### config.mk
export PLATFORM = sky130hd
export DESIGN_NAME = mem_access_ctrl
export DESIGN_NICKNAME = d
export VERILOG_FILES = /design/src/rtl/mem_pkg.sv /design/src/rtl/mem_lane_align.sv /design/src/rtl/mem_access_ctrl.sv
export SDC_FILE = /design/constraint.sdc
export NUM_CORES = 1
export LEC_CHECK = 0
export CORE_UTILIZATION = 45
export DETAILED_ROUTE_END_ITERATION = 6
export HOLD_SLACK_MARGIN = 0.08
export PLACE_DENSITY_LB_ADDON = 0.3
export SETUP_SLACK_MARGIN = 0.15
export SLEW_MARGIN = 20
export SYNTH_ARGS = -nofsm -noshare
export SYNTH_HDL_FRONTEND = slang
export SYNTH_HIERARCHICAL = 1
export SYNTH_SLANG_ARGS = --single-unit
### constraint.sdc
create_clock -name clock -period 4.1 [get_ports clock]
set_input_delay 0.82 -clock clock [delete_from_list [all_inputs] [get_ports clock]]
set_output_delay 0.82 -clock clock [all_outputs]
set_load 0.1 [all_outputs]
### src/rtl/mem_pkg.sv
// rtl/mem_pkg.sv - shared encodings for the RAM port initiator
package mem_pkg;

  localparam logic [1:0] SZ_BYTE = 2'b00;
  localparam logic [1:0] SZ_HALF = 2'b01;
  localparam logic [1:0] SZ_WORD = 2'b10;
  localparam logic [1:0] SZ_RSVD = 2'b11;

  localparam logic [3:0] WR_ALL  = 4'b1111;
  localparam logic [3:0] WR_NONE = 4'b0000;

  typedef enum logic [2:0] {
    ST_IDLE    = 3'd0,
    ST_RD      = 3'd1,
    ST_LD_DATA = 3'd2,
    ST_MERGE   = 3'd3,
    ST_WR      = 3'd4,
    ST_RESP    = 3'd5
  } state_e;

  // Only half and word accesses carry an alignment constraint.
  function automatic logic misaligned(input logic [1:0] size, input logic [1:0] lo);
    logic m;
    m = 1'b0;
    if (size == SZ_HALF) m = lo[0];
    else if (size == SZ_WORD) m = |lo;
    return m;
  endfunction

endpackage

### src/rtl/mem_lane_align.sv
// rtl/mem_lane_align.sv - little-endian lane extract/extend for loads and lane merge for stores
module mem_lane_align
  import mem_pkg::*;
(
  input  logic [1:0]  size,
  input  logic [1:0]  addr_lo,
  input  logic        is_unsigned,
  input  logic [31:0] ram_word,
  input  logic [31:0] store_data,
  output logic [31:0] load_data,
  output logic [31:0] merged
);

  logic [7:0]  byte_sel;
  logic [15:0] half_sel;

  always_comb begin
    byte_sel  = ram_word[{addr_lo, 3'b000} +: 8];
    half_sel  = ram_word[{addr_lo[1], 4'b0000} +: 16];
    load_data = ram_word;
    merged    = store_data;
    case (size)
      SZ_BYTE: begin
        load_data = is_unsigned ? {24'd0, byte_sel} : {{24{byte_sel[7]}}, byte_sel};
        merged    = ram_word;
        merged[{addr_lo, 3'b000} +: 8] = store_data[7:0];
      end
      SZ_HALF: begin
        load_data = is_unsigned ? {16'd0, half_sel} : {{16{half_sel[15]}}, half_sel};
        merged    = ram_word;
        merged[{addr_lo[1], 4'b0000} +: 16] = store_data[15:0];
      end
      default: begin
        load_data = ram_word;
        merged    = store_data;
      end
    endcase
  end

endmodule

### src/rtl/mem_access_ctrl.sv
// rtl/mem_access_ctrl.sv - one-request-at-a-time load/store initiator for a full-word-write RAM
module mem_access_ctrl
  import mem_pkg::*;
#(
  parameter int ADDR_W          = 16,
  parameter int DATA_W          = 32,
  parameter bit ERR_ON_MISALIGN = 1'b1
) (
  input  logic              clock,
  input  logic              resetn,
  input  logic              req_valid,
  output logic              req_ready,
  input  logic              req_write,
  input  logic [1:0]        req_size,
  input  logic              req_unsigned,
  input  logic [ADDR_W-1:0] req_addr,
  input  logic [DATA_W-1:0] req_wdata,
  output logic              resp_valid,
  output logic [DATA_W-1:0] resp_rdata,
  output logic              resp_error,
  output logic [ADDR_W-1:0] ram_address,
  output logic              ram_isRead,
  output logic [3:0]        ram_isWrite,
  output logic [DATA_W-1:0] ram_writeData,
  input  logic [DATA_W-1:0] ram_data
);

  state_e              state_q, state_d;
  logic [ADDR_W-1:0]   addr_q, addr_d;
  logic [1:0]          size_q, size_d;
  logic                write_q, write_d;
  logic                uns_q, uns_d;
  logic                err_q, err_d;
  logic [DATA_W-1:0]   wbuf_q, wbuf_d;
  logic [DATA_W-1:0]   rdata_q, rdata_d;

  logic                xfer;
  logic                misal;
  logic                illegal;
  logic [ADDR_W-1:0]   addr_in;
  logic [DATA_W-1:0]   load_data;
  logic [DATA_W-1:0]   merged;

  mem_lane_align u_align (
    .size        (size_q),
    .addr_lo     (addr_q[1:0]),
    .is_unsigned (uns_q),
    .ram_word    (ram_data),
    .store_data  (wbuf_q),
    .load_data   (load_data),
    .merged      (merged)
  );

  always_comb begin
    state_d = state_q;
    addr_d  = addr_q;
    size_d  = size_q;
    write_d = write_q;
    uns_d   = uns_q;
    err_d   = err_q;
    wbuf_d  = wbuf_q;
    rdata_d = rdata_q;

    xfer    = req_valid && (state_q == ST_IDLE);
    misal   = misaligned(req_size, req_addr[1:0]);
    illegal = (req_size == SZ_RSVD) || (ERR_ON_MISALIGN && misal);
    addr_in = req_addr;
    if (!ERR_ON_MISALIGN && misal)
      addr_in[1:0] = (req_size == SZ_WORD) ? 2'b00 : {req_addr[1], 1'b0};

    case (state_q)
      ST_IDLE: begin
        if (xfer) begin
          addr_d  = addr_in;
          size_d  = req_size;
          write_d = req_write;
          uns_d   = req_unsigned;
          wbuf_d  = req_wdata;
          err_d   = illegal;
          // Full-word stores skip the read; narrower stores need the old word first.
          if (illegal) state_d = ST_RESP;
          else if (req_write && req_size == SZ_WORD) state_d = ST_WR;
          else state_d = ST_RD;
        end
      end
      ST_RD:      state_d = write_q ? ST_MERGE : ST_LD_DATA;
      ST_LD_DATA: begin
        rdata_d = load_data;
        state_d = ST_RESP;
      end
      ST_MERGE: begin
        wbuf_d  = merged;
        state_d = ST_WR;
      end
      ST_WR:      state_d = ST_RESP;
      ST_RESP:    state_d = ST_IDLE;
      default:    state_d = ST_IDLE;
    endcase
  end

  always_ff @(posedge clock or negedge resetn) begin
    if (!resetn) begin
      state_q <= ST_IDLE;
      addr_q  <= '0;
      size_q  <= SZ_BYTE;
      write_q <= 1'b0;
      uns_q   <= 1'b0;
      err_q   <= 1'b0;
      wbuf_q  <= '0;
      rdata_q <= '0;
    end else begin
      state_q <= state_d;
      addr_q  <= addr_d;
      size_q  <= size_d;
      write_q <= write_d;
      uns_q   <= uns_d;
      err_q   <= err_d;
      wbuf_q  <= wbuf_d;
      rdata_q <= rdata_d;
    end
  end

  // Strobes decode straight from state so an async reset drops them at once.
  assign req_ready     = (state_q == ST_IDLE);
  assign resp_valid    = (state_q == ST_RESP);
  assign ram_isRead    = (state_q == ST_RD);
  assign ram_isWrite   = (state_q == ST_WR) ? WR_ALL : WR_NONE;
  assign ram_address   = addr_q;
  assign ram_writeData = wbuf_q;
  assign resp_rdata    = rdata_q;
  assign resp_error    = err_q;

endmodule
==> metrics.cfg, run 1 <==
[timing]
tightest_slew_ns = 1.010
finalSetupTns_ns = 0
final-setup-viol-count = 0
worst_hold_slack_ns = 0.4952
fmax_mhz = 311.7
rsz0062_at_grt = no
layout_min_cycle_time_ns = 3.208
fin_skew_ns = 0.007806
fin_crit_sh_pct = 78.24
slew_viol_final = 0
slew_headroom_pct = 32.48
finalHoldViolCount = 0

[synth]
synthSimpleGateAreaFrac_pct = 11.26
ys_async_sr_fraction_pct = 100.0
synth_compound_area_share_pct = 25.15
synth_top_family_by_area = compound AO/OA/AOI/OAI gates
syn-num-nets = 621
synthAdderAreaFrac_pct = 1.146
yosysTopAreaCell = dfrtp_1
synth_area_um2 = 5458
ys_ff_latch = 88
synth_cell_type_count = 51
yosysTopAreaCellShare_pct = 40.35
ys.flop_type = dfrtp_1
synth_edf_count = 0
synth_seq_area_share_pct = 40.35
synth_xor_area_share_pct = 0
ys_warn_count = 6
yosys-top-cells-area = dfrtp_1 40%, mux2_2 8.3%, mux2_4 5.5%
synthCells = 529
avgSynthCellArea_um2 = 10.32
muxShareOfSynthArea_pct = 15.86

[critical_path]
crit_arrival_ns = 2.39
crit_type = register to output pin
critPathLaunchType = register
reg2reg_depth = 8
endpoint_kind = output pin
crit_required_ns = 3.28
crit_fanout = 12

[floorplanning]
ios = 175
initial_core_util_pct = 46.99
die_h_um = 112.1
coreArea_um2 = 11610
die_area_um2 = 12570
die_width_um = 112.1
num_rows = 39

[clocking]
cts_made_buffers = 9
clk_latency_ns = 0.34
clk_root_buffer_cell = clkbuf_16
ctsResizeCount = 0
cts_setup_buffers = 0
clockBufferDepth = 2
path_clk_slew_ns = 0.07
cts_tree = done
cts_sinks = 88
cts_max_level = 3
hold_buffers = 0

[global_routing]
grt_usage_pct = 26.67
grt_pass1_vias = 4771
grt.overflow.total = 0
grt_pass1_wl_um = 26120
grt_max_degree = 64
antenna_found_initial = 0

[drt]
antenna_left = 0
via_per_inst = 6.117
first_pass_iters = 7
route.detailed.drc = 11
vias = 5022
drtIter0Drc = 464
wire_per_inst_um = 20.51
routed_wl_um = 16840

[finish]
antennaDiodeCount = 0
fill_cells = 956
layout_commonest_cell = clkdlybuf4s50_1
final_cell_mix = 172 x clkdlybuf4s50_1, 86 x dfrtp_1, 65 x nand2_1, 40 x mux2_2
final_nets = 765
drive_gt1_share_pct = 14.45
syn_to_final_growth_pct = 36.54

[run_status]
status = complete, but fails checks
failed_checks = DRC

[hold_path]
whs_path_depth = 2
hold_path.class = register to register

[placement]
gp_congestion = 0.8407
post-dp-hpwl_um = 12020
io_buffers = 174

[flow_run]
cap_violations = 0

logic make-up after synthesis:
logic type                 after synthesis
adders and majority gates                5
muxes                                   71
and+or+nand+nor                        120
DFF                                     88
buffers and inverters                   61
AOI/OAI and AO/OA                      184
area by class of cell:
class	count	area, um2	area share (%)
clock buffer	10	239.0	3.207
inverter	12	45.04	0.6044
tap	143	178.9	2.401
clock inverter	6	67.56	0.9066
timing repair buffer	182	1797	24.11
sequential	88	2205	29.58
multi-input combinational	380	2920	39.19
worst max-delay path, cell delays in order, from the launching register on:
cell and delay [ns]:
dfrtp_1 0.50, nor3b_2 0.35, clkdlybuf4s50_1 1.20
routing by layer:
metal	vias up	global-route usage, %	share of wire, %
met5	-	0	0
li1	2263	-	-
met3	27	5.184	8.5
met4	0	10.13	2.6
met1	2463	34.98	41
met2	269	43.77	48
state kept, by name, indices dropped and copies added (netlist names):
register / count
ram_address: 16
ram_writeData: 32
resp_error: 1
resp_rdata: 32
size_q: 2
state_q: 3
uns_q: 1
write_q: 1
cell usage after synthesis, types with 6 or more instances:
master    instances
a21oi_1          32
a221o_1          10
a221oi_1          7
a222oi_1          8
a22o_1           19
a22oi_1           6
buf_2            11
buf_4            12
buf_6             7
clkbuf_1         19
dfrtp_1          88
inv_1            12
mux2_2           40
mux2_4           20
mux2i_1           9
nand2_1          65
nand2b_1          9
nor2b_1          13
o21a_1           32
o21ai_0          17
o21ai_1           8
o221ai_1          6
o22a_1           32
through the flow:
stage / instances / instance area, um2 / utilization [%] / setup WS (ns)
6_report: 821 / 7452 / 64.17 / 0.8922
4_1_cts: 821 / 7451 / 64.16 / 0.8725
5_1_grt: 821 / 7452 / 64.17 / 0.7797
3_3_place_gp: 805 / 7144 / 61.52 / 0.9612
3_5_place_dp: 805 / 7144 / 61.52 / 0.9058
2_1_floorplan: 529 / 5463 / - / 0.4961
final timing paths:
| path | from | to | slack, ns |
|---|---|---|---|
| min | resp_error$_DFFE_PN0P_ | resp_error$_DFFE_PN0P_ | 0.50 |
| max reg2reg | ram_address[0]$_DFFE_PN0P_ | ram_writeData[29]$_DFFE_PN0P_ | 1.51 |
| min reg2reg | resp_error$_DFFE_PN0P_ | resp_error$_DFFE_PN0P_ | 0.50 |
| max | state_q[1]$_DFFE_PN0P_ | ram_isWrite[0] | 0.89 |
| min in group asynchronous | resetn | ram_writeData[29]$_DFFE_PN0P_ | 0.57 |
| max in group asynchronous | resetn | uns_q$_DFFE_PN0P_ | 2.68 |
Power of run 1 is left out: the tool's default activity adds up to more than one toggle a clock period on the data nets, which glitch-free logic cannot reach.
==> run 2: changes to the inputs <==
- CORE_UTILIZATION: 45 -> 43
- clock period: 4.1 -> 2.9 ns (I/O delays scaled with it)
==> run 2 against run 1 <==
The flow now finishes without violations. Via count decreased by 1.1%. Sequential share of layout area increased by 0.37 points. Register-to-register slack got worse by 1.1 ns. Die area increased by 4.6%. Clock skew decreased by 0.00098 ns. Cell count increased by 4.1%. Sequential cell count unchanged. Global-route usage decreased by 0.40 points. Critical path depth increased by 5. Core utilization decreased by 3.9 points. Largest cell class unchanged. Setup slack got worse by 0.44 ns. Non-clock buffer count increased by 10.
==> metrics.cfg, run 2 (synthesized netlist as in run 1, its figures left out) <==
[timing]
rsz0062_at_grt = no
fin_crit_sh_pct = 84.34
finalHoldViolCount = 0  ; unchanged
finalSetupTns_ns = 0  ; unchanged
layout_setup_ws_ns = 0.4542  ; -0.4380 ns
fin_skew_ns = 0.006823  ; -0.0009837 ns
layout_min_cycle_time_ns = 2.446
final-setup-viol-count = 0  ; unchanged
tightest_slew_ns = 0.9040  ; -0.1057 ns
fmax_mhz = 408.9
worst_hold_slack_ns = 0.2493  ; -0.2459 ns
slew_headroom_pct = 39.27  ; +6.8 points
slew_viol_final = 0  ; unchanged

[drt]
wire_per_inst_um = 20.13  ; -1.9%
vias = 4965  ; -1.1%
routed_wl_um = 17210  ; +2.2%
route.detailed.drc = 0  ; -11
drtIter0Drc = 565  ; +22%
antenna_left = 0  ; unchanged
first_pass_iters = 6  ; -1
via_per_inst = 5.807  ; -5.1%

[critical_path]
crit_required_ns = 3.17  ; -0.11 ns
crit_type = register to register
reg2reg_to = ram_writeData[15]$_DFFE_PN0P_
endpoint_kind = register
worstReg2RegStart = ram_address[1]$_DFFE_PN0P_
crit_fanout = 13  ; +1
critPathLaunchType = register
path_cells = inv_1, ha_1, or2_1, or4_1, o21ai_1, o22a_1, o21a_1
crit_arrival_ns = 2.72  ; +0.33 ns
cp_slowest_cell = or4_1
rrSetupSlack_ns = 0.45  ; -1.06 ns
cpPeakStageDelay_ns = 0.71  ; -0.49 ns
reg2reg_depth = 7  ; -1

[floorplanning]
num_rows = 40  ; +2.6%
die_area_um2 = 13150  ; +4.6%
coreArea_um2 = 12210  ; +5.1%
initial_core_util_pct = 44.69  ; -2.3 points
ios = 175  ; unchanged
die_h_um = 114.7  ; +2.3%
die_width_um = 114.7  ; +2.3%

[finish]
layout_commonest_cell = buf_4
syn_to_final_growth_pct = 34.94
final_nets = 775  ; +1.3%
fill_cells = 1082  ; +13%
drive_gt1_share_pct = 28.24  ; +14 points
antennaDiodeCount = 0  ; unchanged
final_cell_mix = 106 x buf_4, 85 x clkdlybuf4s50_1, 85 x dfrtp_1, 65 x nand2_1, 40 x mux2_2

[placement]
place_ws_ns = 0.3523  ; -0.5535 ns
io_buffers = 174  ; unchanged
post-dp-hpwl_um = 12570  ; +4.5%
gp_congestion = 0.8630  ; +2.7%

[global_routing]
grt.overflow.total = 0  ; unchanged
antenna_found_initial = 0  ; unchanged
grt_usage_pct = 26.28  ; -0.40 points
grt_max_degree = 46  ; -28%
grt_pass1_vias = 4793  ; +0.46%
grt_pass1_wl_um = 26280  ; +0.61%

[clocking]
clk_latency_ns = 0.34  ; about the same
path_clk_slew_ns = 0.06  ; about the same
cts_sinks = 88  ; unchanged
clockBufferDepth = 2  ; unchanged
cts_max_level = 3  ; unchanged
cts_setup_buffers = 0  ; unchanged
cts_tree = done
cts_made_buffers = 9  ; unchanged
ctsResizeCount = 0  ; unchanged
hold_buffers = 0  ; unchanged
clk_root_buffer_cell = clkbuf_16

[run_status]
status = complete, no violations

[hold_path]
hold_path.class = input port to asynchronous set/reset pin

[flow_run]
cap_violations = 0  ; unchanged

-- run 2: stage by stage --
| stage | util, % | cells | cell area [um2] |
|---|---|---|---|
| floorplan | - | 529 | 5465 |
| global placement | 57.72 | 840 | 7048 |
| detailed placement | 57.72 | 840 | 7048 |
| CTS | 60.29 | 855 | 7362 |
| global route | 60.31 | 855 | 7365 |
| finish | 60.31 | 855 | 7365 |
-- run 2: layer usage --
layer	share of wire [%]	track usage [%]	wire length, um
met3	8.4	5.770	1446
met2	47	42.67	8109
met4	2.7	9.870	463
met5	0	0	0
met1	42	34.31	7190
-- run 2: final cells by class --
class | instances | area [um2] | area share, %
multi-input cells | 380 | 2923 | 39.69
clock buffers | 12 | 246.5 | 3.347
well taps | 168 | 210.2 | 2.854
flip-flops and latches | 88 | 2206 | 29.95
clock inverters | 3 | 67.56 | 0.9174
repair buffers | 192 | 1667 | 22.63
inverters | 12 | 45.04 | 0.6116
-- run 2: worst max-delay path by stage --
stage	cells after the start	startpoint	end	slack (ns)
after floorplan	2	state_q[1]$_DFFE_PN0P_	ram_isRead	-0.46
after detailed placement	7	ram_address[1]$_DFFE_PN0P_	ram_writeData[14]$_DFFE_PN0P_	0.35
after global placement	7	ram_address[1]$_DFFE_PN0P_	ram_writeData[15]$_DFFE_PN0P_	0.41
after global routing	7	ram_address[0]$_DFFE_PN0P_	ram_writeData[15]$_DFFE_PN0P_	0.38
final	7	ram_address[1]$_DFFE_PN0P_	ram_writeData[15]$_DFFE_PN0P_	0.45
after CTS	7	ram_address[1]$_DFFE_PN0P_	ram_writeData[15]$_DFFE_PN0P_	0.34
-- run 2: critical path, delay by kind of cell (launching register included) --
kind,cells,cell delay (ns)
AND/OR/NAND/NOR,2,1.00
AO/OA/AOI/OAI,3,0.50
flip-flops,1,0.35
adder cells (fa/ha/maj),1,0.31
buffers and inverters,1,0.22
Power of run 2 is left out for the same reason.
==> run 3: changes to the inputs <==
- clock period: 2.9 -> 2.1 ns (I/O delays scaled with it)
==> run 3 against run 2 <==
Cell area up 10%. Register-to-register slack worse by 0.37 ns. Via count up 4.5%. Worst hold slack better by 0.26 ns. Die area unchanged. Critical path depth unchanged. Sequential share of layout area down 2.7 points. Critical endpoint unchanged. Global-route usage up 1.6 points. Critical path type unchanged. Cell count up 4.8%. First-iteration DRC count down 30%. Routed wire length up 3.7%.
==> metrics.cfg, run 3 (synthesized netlist as in run 1, its figures left out) <==
[run_status]
status = complete, no violations

[global_routing]
grt_pass1_wl_um = 27770  ; +5.7%
grt_max_degree = 41  ; -11%
antenna_found_initial = 0  ; unchanged
grt.overflow.total = 0  ; unchanged
grt_pass1_vias = 5059  ; +5.5%
grt_usage_pct = 27.91  ; +1.6 points

[timing]
fmax_mhz = 495.0  ; +21%
rsz0062_at_grt = yes
tightest_slew_ns = 0.6060  ; -0.2980 ns
fin_skew_ns = 0.007639  ; +0.0008164 ns
finalSetupTns_ns = 0  ; unchanged
slew_viol_final = 0  ; unchanged
slew_headroom_pct = 59.38  ; +20 points
final-setup-viol-count = 0  ; unchanged
fin_crit_sh_pct = 96.20  ; +12 points
finalHoldViolCount = 0  ; unchanged
layout_setup_ws_ns = 0.07972  ; -0.3745 ns
layout_min_cycle_time_ns = 2.020  ; -0.4255 ns

[drt]
vias = 5189  ; +4.5%
first_pass_iters = 6  ; unchanged
routed_wl_um = 17840  ; +3.7%
via_per_inst = 5.791  ; -0.27%
drtIter0Drc = 394  ; -30%
antenna_left = 0  ; unchanged
wire_per_inst_um = 19.91  ; -1.1%
route.detailed.drc = 0  ; unchanged

[finish]
drive_gt1_share_pct = 34.89  ; +6.7 points
layout_commonest_cell = buf_4
antennaDiodeCount = 0  ; unchanged
final_cell_mix = 120 x buf_4, 85 x clkdlybuf4s50_1, 84 x dfrtp_1, 64 x nand2_1, 40 x mux2_2
syn_to_final_growth_pct = 48.46
final_nets = 815  ; +5.2%
postLayoutCellArea_um2 = 8103  ; +10%

[critical_path]
reg2reg_to = ram_writeData[15]$_DFFE_PN0P_
crit_required_ns = 2.38  ; -0.79 ns
worstReg2RegStart = ram_address[1]$_DFFE_PN0P_
endpoint_kind = register
critPathBufInv = 1  ; unchanged
rrSetupSlack_ns = 0.08  ; -0.37 ns
crit_type = register to register
crit_fanout = 8  ; -5
critPathLaunchType = register
cpPeakStageDelay_ns = 0.50  ; -0.21 ns
path_cells = inv_4, ha_4, or2_4, or4_4, o21ai_2, o22a_1, o21a_1
path_delay_family = simple AND/OR/NAND/NOR gates
crit_arrival_ns = 2.30  ; -0.42 ns
reg2reg_depth = 7  ; unchanged
cp_slowest_cell = dfrtp_4

[hold_path]
hp-start = resp_rdata[16]$_DFFE_PN0N_
hold_path.class = register to register
hold-path-endpoint = resp_rdata[16]$_DFFE_PN0N_
whs_path_depth = 1

[floorplanning]
die_h_um = 114.7  ; unchanged
ios = 175  ; unchanged
die_area_um2 = 13150  ; unchanged
initial_core_util_pct = 44.69  ; unchanged
num_rows = 40  ; unchanged
die_width_um = 114.7  ; unchanged
coreArea_um2 = 12210  ; unchanged

[placement]
post-dp-hpwl_um = 13220  ; +5.2%
gp_congestion = 0.9174  ; +6.3%
io_buffers = 174  ; unchanged
placed_cell_area_um2 = 7667  ; +8.8%
place_ws_ns = -0.1602  ; -0.5125 ns

[clocking]
clk_root_buffer_cell = clkbuf_16
cts_max_level = 3  ; unchanged
cts_made_buffers = 9  ; unchanged
cts_tree = done
clk_latency_ns = 0.35  ; about the same
path_clk_slew_ns = 0.06  ; about the same
clockBufferDepth = 2  ; unchanged
cts_sinks = 88  ; unchanged

[flow_run]
cap_violations = 0  ; unchanged

[run 3: worst max path at each step]
stage | cells after the start | from | end
floorplan | 10 | ram_address[1]$_DFFE_PN0P_ | ram_writeData[10]$_DFFE_PN0P_
global placement | 5 | req_valid | ram_writeData[15]$_DFFE_PN0P_
detailed placement | 4 | req_valid | ram_address[6]$_DFFE_PN0P_
CTS | 7 | ram_address[1]$_DFFE_PN0P_ | ram_writeData[15]$_DFFE_PN0P_
global route | 7 | ram_address[1]$_DFFE_PN0P_ | ram_writeData[15]$_DFFE_PN0P_
finish | 7 | ram_address[1]$_DFFE_PN0P_ | ram_writeData[15]$_DFFE_PN0P_
[run 3: per-layer routing]
metal  GRT usage, %  vias to the layer above  part of all wire [%]
met5              0                        -                     0
met2          44.28                      244                    48
met3          5.135                       40                   7.2
li1               -                     2366                     -
met1          36.12                     2539                    41
met4          15.24                        0                   3.9
[run 3: area by class of cell]
type | instances | area, um2
clock buffers | 14 | 274.0
multi-input cells | 380 | 3090
inverters | 12 | 47.55
fillers | 990 | 4109
clock inverters | 2 | 12.51
repair buffers | 232 | 2256
well taps | 168 | 210.2
flip-flops and latches | 88 | 2212
[run 3: timing repair]
item	CTS	global route
setup endpoints to repair	40	47
hold buffers	1	0
buffers inserted	7	0
gates resized for setup	6	11
endpoints found under the hold margin	6	0
pin swaps	2	2
[run 3: metrics by stage]
stage | util [%] | std cells | hold WS [ns]
CTS | 65.89 | 896 | 0.5098
finish | 66.35 | 896 | 0.5075
floorplan | - | 529 | 0.1244
global placement | 62.77 | 872 | 0.4379
global route | 66.35 | 896 | 0.5245
detailed placement | 62.79 | 872 | 0.4471
Power of run 3 is left out for the same reason.
